**src/rtl/mod113_pkg.sv**
```systemverilog
// Shared constants and state encoding for the mod-113 residue pipeline stages.
package mod113_pkg;

  localparam int MODULUS   = 113;
  localparam int RW        = 7;
  localparam int NUM_TERMS = 67;
  localparam int CNT_W     = 7;

  typedef enum logic [1:0] {
    IDLE = 2'd0,
    ACC  = 2'd1,
    HOLD = 2'd2
  } state_e;

endpackage

```
**src/rtl/mod113_acc_if.sv**
```systemverilog
// Term-in / result-out handshake bundle for the mod-113 accumulator.
interface mod113_acc_if #(
  parameter int RW = mod113_pkg::RW
);

  logic          in_valid;
  logic          in_ready;
  logic [RW-1:0] in_residue;
  logic          in_last;
  logic          out_valid;
  logic          out_ready;
  logic [RW-1:0] out_residue;
  logic          out_len_err;
  logic          out_rng_err;

  modport master (
    output in_valid, in_residue, in_last, out_ready,
    input  in_ready, out_valid, out_residue, out_len_err, out_rng_err
  );

  modport slave (
    input  in_valid, in_residue, in_last, out_ready,
    output in_ready, out_valid, out_residue, out_len_err, out_rng_err
  );

endinterface

```
**src/rtl/mod_add_red.sv**
```systemverilog
// Combinational modular adder: folds an out-of-range term once, then adds with a single conditional subtract.
module mod_add_red #(
  parameter int MODULUS = mod113_pkg::MODULUS,
  parameter int RW      = mod113_pkg::RW
) (
  input  logic [RW-1:0] i_acc,
  input  logic [RW-1:0] i_term,
  output logic [RW-1:0] o_sum,
  output logic          o_rng_err
);
  import mod113_pkg::*;

  logic          w_rng;
  logic [RW-1:0] w_term;
  logic [RW:0]   w_s;

  always_comb begin
    w_rng  = (i_term >= RW'(MODULUS));
    w_term = w_rng ? (i_term - RW'(MODULUS)) : i_term;
    w_s    = {1'b0, i_acc} + {1'b0, w_term};
    o_sum  = (w_s >= (RW+1)'(MODULUS)) ? RW'(w_s - (RW+1)'(MODULUS)) : w_s[RW-1:0];
  end

  assign o_rng_err = w_rng;

endmodule

```
**src/rtl/mod113_acc.sv**
```systemverilog
// Frame accumulator: sums one partial residue per transfer mod MODULUS and presents
// the result with length/range error flags until the downstream handshake.
module mod113_acc #(
  parameter int MODULUS   = mod113_pkg::MODULUS,
  parameter int RW        = mod113_pkg::RW,
  parameter int NUM_TERMS = mod113_pkg::NUM_TERMS
) (
  input  logic        clk,
  input  logic        rst_n,
  input  logic        clear,
  mod113_acc_if.slave bus
);
  import mod113_pkg::*;

  state_e           r_state;
  logic [RW-1:0]    r_acc;
  logic [CNT_W-1:0] r_cnt;
  logic             r_len_err;
  logic             r_rng_err;
  logic             r_out_valid;
  logic             r_in_ready;

  logic             w_xfer;
  logic [RW-1:0]    w_acc_in;
  logic [RW-1:0]    w_sum;
  logic             w_term_rng;
  logic [CNT_W-1:0] w_cnt_nxt;

  assign w_xfer    = bus.in_valid & r_in_ready;
  // The first term of a frame starts from zero instead of any stale accumulator value.
  assign w_acc_in  = (r_state == IDLE) ? '0 : r_acc;
  assign w_cnt_nxt = (r_state == IDLE) ? CNT_W'(1)
                   : ((&r_cnt) ? r_cnt : r_cnt + 1'b1);

  mod_add_red #(
    .MODULUS (MODULUS),
    .RW      (RW)
  ) u_mod_add_red (
    .i_acc     (w_acc_in),
    .i_term    (bus.in_residue),
    .o_sum     (w_sum),
    .o_rng_err (w_term_rng)
  );

  always_ff @(posedge clk or negedge rst_n) begin
    if (!rst_n) begin
      r_state     <= IDLE;
      r_acc       <= '0;
      r_cnt       <= '0;
      r_len_err   <= 1'b0;
      r_rng_err   <= 1'b0;
      r_out_valid <= 1'b0;
      r_in_ready  <= 1'b1;
    end else if (clear) begin
      r_state     <= IDLE;
      r_acc       <= '0;
      r_cnt       <= '0;
      r_len_err   <= 1'b0;
      r_rng_err   <= 1'b0;
      r_out_valid <= 1'b0;
      r_in_ready  <= 1'b1;
    end else begin
      case (r_state)
        IDLE, ACC: begin
          if (w_xfer) begin
            r_acc     <= w_sum;
            r_cnt     <= w_cnt_nxt;
            r_rng_err <= (r_state == ACC) ? (r_rng_err | w_term_rng) : w_term_rng;
            if (bus.in_last) begin
              r_state     <= HOLD;
              r_len_err   <= (w_cnt_nxt != CNT_W'(NUM_TERMS));
              r_out_valid <= 1'b1;
              r_in_ready  <= 1'b0;
            end else begin
              r_state   <= ACC;
              r_len_err <= 1'b0;
            end
          end
        end
        HOLD: begin
          if (bus.out_ready) begin
            r_state     <= IDLE;
            r_out_valid <= 1'b0;
            r_in_ready  <= 1'b1;
          end
        end
        default: begin
          r_state     <= IDLE;
          r_out_valid <= 1'b0;
          r_in_ready  <= 1'b1;
        end
      endcase
    end
  end

  assign bus.in_ready    = r_in_ready;
  assign bus.out_valid   = r_out_valid;
  assign bus.out_residue = r_acc;
  assign bus.out_len_err = r_len_err;
  assign bus.out_rng_err = r_rng_err;

endmodule

```
**src/flat_wrapper.sv**
```systemverilog
// flat-port wrapper written by rule: the top's interface ports become plain ports
module mod113_acc_flat import mod113_pkg::*;
#(
  parameter int MODULUS   = mod113_pkg::MODULUS,
  parameter int RW        = mod113_pkg::RW,
  parameter int NUM_TERMS = mod113_pkg::NUM_TERMS
)
  (clk, rst_n, clear, bus_in_valid, bus_in_residue, bus_in_last, bus_out_ready, bus_in_ready, bus_out_valid, bus_out_residue, bus_out_len_err, bus_out_rng_err);
  mod113_acc_if #(.RW(RW)) bus_i ();
  input  logic clk;
  input  logic rst_n;
  input  logic clear;
  input wire logic [$bits(bus_i.in_valid)-1:0] bus_in_valid;
  input wire logic [$bits(bus_i.in_residue)-1:0] bus_in_residue;
  input wire logic [$bits(bus_i.in_last)-1:0] bus_in_last;
  input wire logic [$bits(bus_i.out_ready)-1:0] bus_out_ready;
  output wire logic [$bits(bus_i.in_ready)-1:0] bus_in_ready;
  output wire logic [$bits(bus_i.out_valid)-1:0] bus_out_valid;
  output wire logic [$bits(bus_i.out_residue)-1:0] bus_out_residue;
  output wire logic [$bits(bus_i.out_len_err)-1:0] bus_out_len_err;
  output wire logic [$bits(bus_i.out_rng_err)-1:0] bus_out_rng_err;
  assign bus_i.in_valid = bus_in_valid;
  assign bus_i.in_residue = bus_in_residue;
  assign bus_i.in_last = bus_in_last;
  assign bus_i.out_ready = bus_out_ready;
  assign bus_in_ready = bus_i.in_ready;
  assign bus_out_valid = bus_i.out_valid;
  assign bus_out_residue = bus_i.out_residue;
  assign bus_out_len_err = bus_i.out_len_err;
  assign bus_out_rng_err = bus_i.out_rng_err;
  mod113_acc #(.MODULUS(MODULUS), .RW(RW), .NUM_TERMS(NUM_TERMS)) u_core (.clk(clk), .rst_n(rst_n), .clear(clear), .bus(bus_i));
endmodule
```
**config.mk**
```make
export PLATFORM = sky130hd
export DESIGN_NAME = mod113_acc_flat
export DESIGN_NICKNAME = d
export VERILOG_FILES = /design/src/rtl/mod113_pkg.sv /design/src/rtl/mod113_acc_if.sv /design/src/rtl/mod_add_red.sv /design/src/rtl/mod113_acc.sv /design/src/flat_wrapper.sv
export SDC_FILE = /design/constraint.sdc
export NUM_CORES = 1
export LEC_CHECK = 0
export ABC_CLOCK_PERIOD_IN_PS = 3600
export CORE_MARGIN = 10
export CORE_UTILIZATION = 55
export CTS_CLUSTER_DIAMETER = 100
export CTS_CLUSTER_SIZE = 12
export DETAILED_ROUTE_END_ITERATION = 16
export PLACE_DENSITY = 0.81
export SLEW_MARGIN = 20
export SYNTH_ARGS = -nofsm -noshare
export SYNTH_HDL_FRONTEND = slang
export SYNTH_HIERARCHICAL = 1
export SYNTH_SLANG_ARGS = --single-unit
```
**constraint.sdc**
```tcl
create_clock -name clk -period 3.6 [get_ports clk]
set_input_delay 0.54 -clock clk [delete_from_list [all_inputs] [get_ports clk]]
set_output_delay 0.54 -clock clk [all_outputs]
set_load 0.1 [all_outputs]
```
* Word-level counts from Yosys, hierarchy flattened
Index checks and enable logic that the tools add are counted.
** Storage, ports and cells
- Flip-flop bits (word level) :: 20
- Bits of input ports :: 13
- Output and inout port bits :: 11
- Logic and storage cells :: 63
** Cells by class
- $add $sub $neg :: 4
- $lt $le $gt $ge :: 2
- Equal/unequal tests :: 6
- Muxes and demuxes :: 34
- Bitwise operators :: 2
- Reduce and logical (&&, ||, !) cells :: 8
** Operators with widths (number)
- 7-bit 2-to-1 mux :: 11
- 1-bit 2-to-1 mux :: 16
- 7-bit subtractor, second input constant :: 2
- 7-bit by 7-bit adder with 8-bit output :: 1
- 8-bit by 7-bit >= comparator with 1-bit output, second input constant :: 1
- 2-bit 2-to-1 mux :: 4
- 7-bit by 1-bit adder with 7-bit output, second input constant :: 1
- 7-bit >= comparator, second input constant :: 1
- 7-bit != test, second input constant :: 1
- 7-bit AND reduction :: 1
- 3-bit != test, second input constant :: 2
- 1-bit one-hot mux with 2 select lines :: 2
- 2-bit one-hot mux with 2 select lines :: 1
- 2-bit AND reduction :: 2
- 2-bit nonzero test :: 2
- 3-bit by 2-bit != test with 1-bit output, second input constant :: 1
- 3-bit AND reduction :: 1
- 2-bit by 1-bit equality test with 1-bit output, second input constant :: 1
- 2-bit equality test, second input constant :: 1
- 2-bit zero test :: 1
- 2-bit OR reduction :: 1
- 1-bit bitwise AND :: 1
- 1-bit bitwise OR :: 1

* Depth between registers and ports, before layout
- Depth in word-level cells :: 8
- Depth in mapped cells :: 16
- Mapped depth without buffers :: 16

* By module
The synthesis kept the hierarchy.
** By module, submodules not included
- mod113_acc :: instances 1, cells an instance 99, area each 1073.5 um^2, seq. area each 501.7 um^2
- mod_add_red :: instances 1, cells an instance 92, area each 691.9 um^2, seq. area each 0.0 um^2

* Worst setup path before layout
No wires, ideal clock.
- Path type :: input to register
- From :: input port bus_in_residue[1]
- To :: register u_core.r_acc[1], in the netlist u_core/bus.out_residue[1]
- Library setup time :: 0.123 ns
- Data arrival time :: 3.459 ns
- Required time :: 3.477 ns
- Slack :: 0.018 ns
- Stages on the path :: 16
- Buffers on the path :: 0
- Cells stage by stage :: inv_1 > ha_1 > nor2_1 > or2_2 > inv_1 > xnor2_1 > ha_1 > fa_1 > inv_1 > ha_1 > nor3b_1 > mux2i_1 > o21ba_2 > a31oi_2 > mux2_2 > a22o_1
** On the way
- Longest elaborated chain between the ends :: 8
- Elaborated cells between the ends (all ways) :: 10
- Classes of those cells :: add/sub: 3; order compare: 2; mux: 5
** Ends and longest elaborated chain
- start: declaration :: line flat_wrapper.sv:14 : input wire logic [$bits(bus_i.in_residue)-1:0] bus_in_residue;
- 7-bit >= comparator (*) :: line mod_add_red.sv:18 : w_rng = (i_term >= RW'(MODULUS));
- net u_core.w_term_rng :: line mod113_acc.sv:26 : logic w_term_rng;
- 7-bit 2-to-1 mux (*) :: line mod_add_red.sv:19 : w_term = w_rng ? (i_term - RW'(MODULUS)) : i_term;
- 7-bit by 7-bit adder with 8-bit output (*) :: line mod_add_red.sv:20 : w_s = {1'b0, i_acc} + {1'b0, w_term};
- 7-bit subtractor / 8-bit by 7-bit >= comparator with 1-bit output (equally long branches) :: line mod_add_red.sv:21 : o_sum = (w_s >= (RW+1)'(MODULUS)) ? RW'(w_s - (RW+1)'(MODULUS)) : w_s[RW-1:0];
- 7-bit 2-to-1 mux (*) :: line mod_add_red.sv:21
- net u_core.w_sum[1] :: line mod113_acc.sv:25 : logic [RW-1:0] w_sum;
- 7-bit 2-to-1 mux (*) :: line mod113_acc.sv:65 : if (w_xfer) begin
- 7-bit 2-to-1 mux (*) :: line mod113_acc.sv:63 : case (r_state)
- 7-bit 2-to-1 mux (*) :: line mod113_acc.sv:54 : end else if (clear) begin
- end signal: assignment :: line mod113_acc.sv:66 : r_acc <= w_sum;
- end: declaration :: line mod113_acc.sv:16 : logic [RW-1:0] r_acc;
The timed path passes the listed nets; every way through them passes the cells marked *. The select of a mux whose other input is x is not followed.
A chain may end at the register's enable or synchronous reset.

* Worst setup path in the final report
- From :: input port bus_in_residue[1]
- To :: register u_core.r_acc[1], in the netlist u_core/bus.out_residue[1]
** On the way
- Longest elaborated chain between the ends :: 8
- Elaborated cells between the ends (all ways) :: 10
- Classes of those cells :: add/sub: 3; order compare: 2; mux: 5
** Ends and longest elaborated chain (line)
- 7-bit subtractor / 7-bit >= comparator (equally long branches) :: mod_add_red.sv:19, mod_add_red.sv:18
- 7-bit 2-to-1 mux (*) :: mod_add_red.sv:19
- 7-bit by 7-bit adder with 8-bit output (*) :: mod_add_red.sv:20
- 7-bit subtractor / 8-bit by 7-bit >= comparator with 1-bit output (equally long branches) :: mod_add_red.sv:21
- 7-bit 2-to-1 mux (*) :: mod_add_red.sv:21
- net u_core.w_sum[1] :: mod113_acc.sv:25
- 7-bit 2-to-1 mux (*) :: mod113_acc.sv:65
- 7-bit 2-to-1 mux (*) :: mod113_acc.sv:63
- 7-bit 2-to-1 mux (*) :: mod113_acc.sv:54
Marks and branches as above.

==> flow_metrics.py <==
metrics = {
    "floorplanning": {
        "die_h_um": 76.7,
        "coreArea_um2": 3050,
        "start_util_pct": 57.8,
        "die-area_um2": 5880,
        "die_w_um": 76.7,
        "io_pins": 24,
        "num_rows": 20,
    },
    "cts": {
        "clk_pin_slew_ns": 0.12,
        "cts_tree": "built",
        "clkLatencyLatePin_ns": 0.31,
        "cts_max_level": 1,
        "clock-root-buffer": "clkbuf_4",
        "clock-sinks": 20,
        "numCtsBuffers": 3,
        "clock_path_buffers": 2,
    },
    "pwr": {
        "powerDensity_nw_per_um2": 341,
        "switching_power_w": 0.000335,
        "power.total_w": 0.000863,
        "clkPwrFrac_pct": 22.0,
        "internal_power_w": 0.000528,
        "p_leak_nw": 1.23,
        "ir_worst_vdd_mv": 0.215,
        "combPwrFrac_pct": 48.1,
        "pwr-share-seq_pct": 29.9,
        "switching_share_pct": 38.9,
    },
    "outcome": {
        "status": "finished clean",
    },
    "global_route": {
        "grt_max_degree": 21,
        "grt_pass1_wl_mm": 8.47,
        "grt_pass1_vias": 1762,
        "grt_use_met2_pct": 29.4,
        "gr-usage-met3_pct": 1.75,
        "grt_busiest_layer": "met2",
        "grt_usage_pct": 17.0,
        "antenna_found_initial": 0,
        "grt_overflow": 0,
        "met1_usage_pct": 20.8,
    },
    "logic_synthesis": {
        "synth_area_leaders": "dfrtp_1 (27%), ha_1 (9.2%), a22o_1 (6.4%)",
        "synth_edf_count": 0,
        "ys_ff_latch": 20,
        "avgSynthCellArea_um2": 9.24,
        "synth_top_cell_by_area": "dfrtp_1",
        "async_flop_share_pct": 100,
        "synth_warnings": 6,
        "syn_nets": 218,
        "synth_area_um2": 1770,
        "yosysTopAreaCellShare_pct": 26.9,
        "synth_ff_type": "dfrtp_1",
        "yosysUniqueCellTypes": 59,
        "syn_inst": 191,
        "seq_area_frac_synth_pct": 28.4,
    },
    "drt": {
        "avgViaCountPerCell": 6.11,
        "finalWirelength_mm": 5.54,
        "detail_route.iter0.violations": 180,
        "antenna_left": 0,
        "vias": 1852,
        "route.detailed.drc": 0,
        "routedWlPerCell_um": 18.3,
        "dr.pass1.iters": 4,
    },
    "sta": {
        "rsz0062_at_grt": "false",
        "tightest_slew_ns": 0.989,
        "post-route-period-util_pct": 97.0,
        "max_slew_margin_pct": 33.9,
        "final_hold_viol_count": 0,
        "fin_skew_ns": 0.00411,
        "slew_violations": 0,
        "final.setup.tns_ns": 0,
        "fmaxAchievable_ghz": 0.286,
        "finalCriticalPeriod_ns": 3.49,
        "hold_slack_ns": 0.532,
        "setup_viol": 0,
    },
    "setup_path": {
        "r2r.worst_path.cells": 12,
        "cp_max_fo": 4,
        "path_class": "in2reg",
        "ff2ff_setup_slack_ns": 0.25,
        "startpoint_type": "input pin",
        "required_ns": 3.81,
        "regToRegEndpoint": "u_core/bus.out_residue[1]",
        "r2r_start": "u_core/r_state[1]",
        "critPathArrivalTime_ns": 3.71,
        "endpoint_kind": "flip-flop",
    },
    "hold_path": {
        "holdPathStages": 2,
        "min_path_type": "reg2reg",
        "hold_start": "u_core/bus.out_rng_err",
        "whs_endpoint": "u_core/bus.out_rng_err",
    },
    "cells_and_area": {
        "syn2layout_area_growth_pct": 43.6,
        "nNetsFinal": 287,
        "num-fill-cells": 178,
        "diodes": 0,
        "drive_gt1_share_pct": 32.8,
    },
    "flow_run": {
        "drv_cap": 0,
    },
    "placement": {
        "place_hpwl_mm": 3.92,
        "numPortBuffers": 23,
        "gp_congestion": 0.828,
    },
}
-- power by group through the flow --
| stage | clock network [W] | registers, W | logic, W |
|---|---|---|---|
| after floorplan | 0 | 0.000348 | 0.000145 |
| after global placement | 0 | 0.000260 | 0.000365 |
| after detailed placement | 0 | 0.000262 | 0.000377 |
| after CTS | 0.000191 | 0.000258 | 0.000395 |
| after global routing | 0.000202 | 0.000261 | 0.000441 |
| final | 0.000190 | 0.000258 | 0.000415 |
-- worst max-delay path by stage --
stage,startpoint,end,slack (ns),cells past startpoint
after global routing,bus_in_residue[1],u_core/bus.out_residue[1],0.04,18
after floorplan,bus_in_residue[1],u_core/bus.out_residue[1],0.02,16
after global placement,bus_in_residue[0],u_core/bus.out_residue[2],-0.40,15
final,bus_in_residue[1],u_core/bus.out_residue[1],0.11,16
after detailed placement,bus_in_residue[1],u_core/bus.out_residue[1],-0.55,17
after CTS,bus_in_residue[1],u_core/bus.out_residue[1],-0.05,17
-- synthesized netlist by cell type, drive strengths merged (4+ instances only) --
cell type,n
a21oi,15
buf,4
xor2,4
o21ai,8
a22o,13
nor2b,10
ha,13
dfrtp,19
nand2,13
xnor2,7
nand3,7
nand4,4
a21o,4
a31oi,7
inv,8
nor2,10
-- layout by cell type (no fill, tap or decap), types with 5 or more instances in the layout --
cell type / Yosys / final
a21oi_1: 15 / 14
xnor2_1: 7 / 5
nand2_1: 13 / 13
dfrtp_1: 19 / 19
nor2_1: 9 / 8
nor2b_1: 9 / 9
clkdlybuf4s50_1: 0 / 16
dlymetal6s2s_1: 0 / 7
buf_4: 3 / 46
o21ai_0: 5 / 5
ha_1: 13 / 10
a31oi_1: 5 / 5
nand3_1: 7 / 6
a22o_1: 13 / 13
-- metrics by stage --
stage          setup WS, ns  std cells  area [um2]  util [%]
5_1_grt              0.0404        303        2530      83.0
4_1_cts             -0.0475        299        2440      79.9
3_3_place_gp         -0.399        293        2320      75.9
2_1_floorplan        0.0178        191        1770         -
3_5_place_dp         -0.555        293        2320      75.9
6_report              0.108        303        2530      83.0
-- what timing repair did --
item | in CTS | in global routing
pin swaps | 4 | 8
hold buffers | 0 | 0
setup buffers | 2 | 4
endpoints found under the setup margin | 6 | 7
resized for setup | 13 | 17
-- kinds of logic after synthesis --
family          synth area share (%)
mux                             2.34
compound gates                  26.6
buf+inv                         3.69
flops                           28.4
simple gates                    23.2
xor+xnor                        5.46
fa+ha+maj                       10.3
-- metal layers --
layer	routed length, um	up-vias
met5	0	-
met4	208	0
met3	257	16
met2	2820	72
met1	2260	907
li1	-	857
-- final cells by class --
type | instances | area [um2] | area share, %
timing repair buffer | 69 | 593 | 23.4
tap | 44 | 55.1 | 2.17
clock buffer | 3 | 22.5 | 0.888
inverter | 8 | 30.0 | 1.18
multi-input combinational | 158 | 1300 | 51.4
clock inverter | 1 | 30.0 | 1.18
sequential | 20 | 502 | 19.8
-- critical path, cell delays in order --
cell and delay (ns):
dlymetal6s2s_1 0.13, inv_2 0.07, buf_4 0.13, buf_4 0.13
ha_1 0.30, o21ai_0 0.26, buf_4 0.18, fa_2 0.46
inv_2 0.10, ha_4 0.15, nor3b_2 0.15, mux2i_1 0.12
o21ba_2 0.26, a31oi_4 0.20, mux2_4 0.31, a22o_1 0.21
-- registers in the layout, indices dropped and copies added (netlist names) --
register,flops
u_core/r_state,2
u_core/bus.out_valid,1
u_core/bus.in_ready,1
u_core/bus.out_rng_err,1
u_core/bus.out_residue,7
u_core/r_cnt,7
u_core/bus.out_len_err,1
No activity file was read; power rests on OpenSTA's default activity.
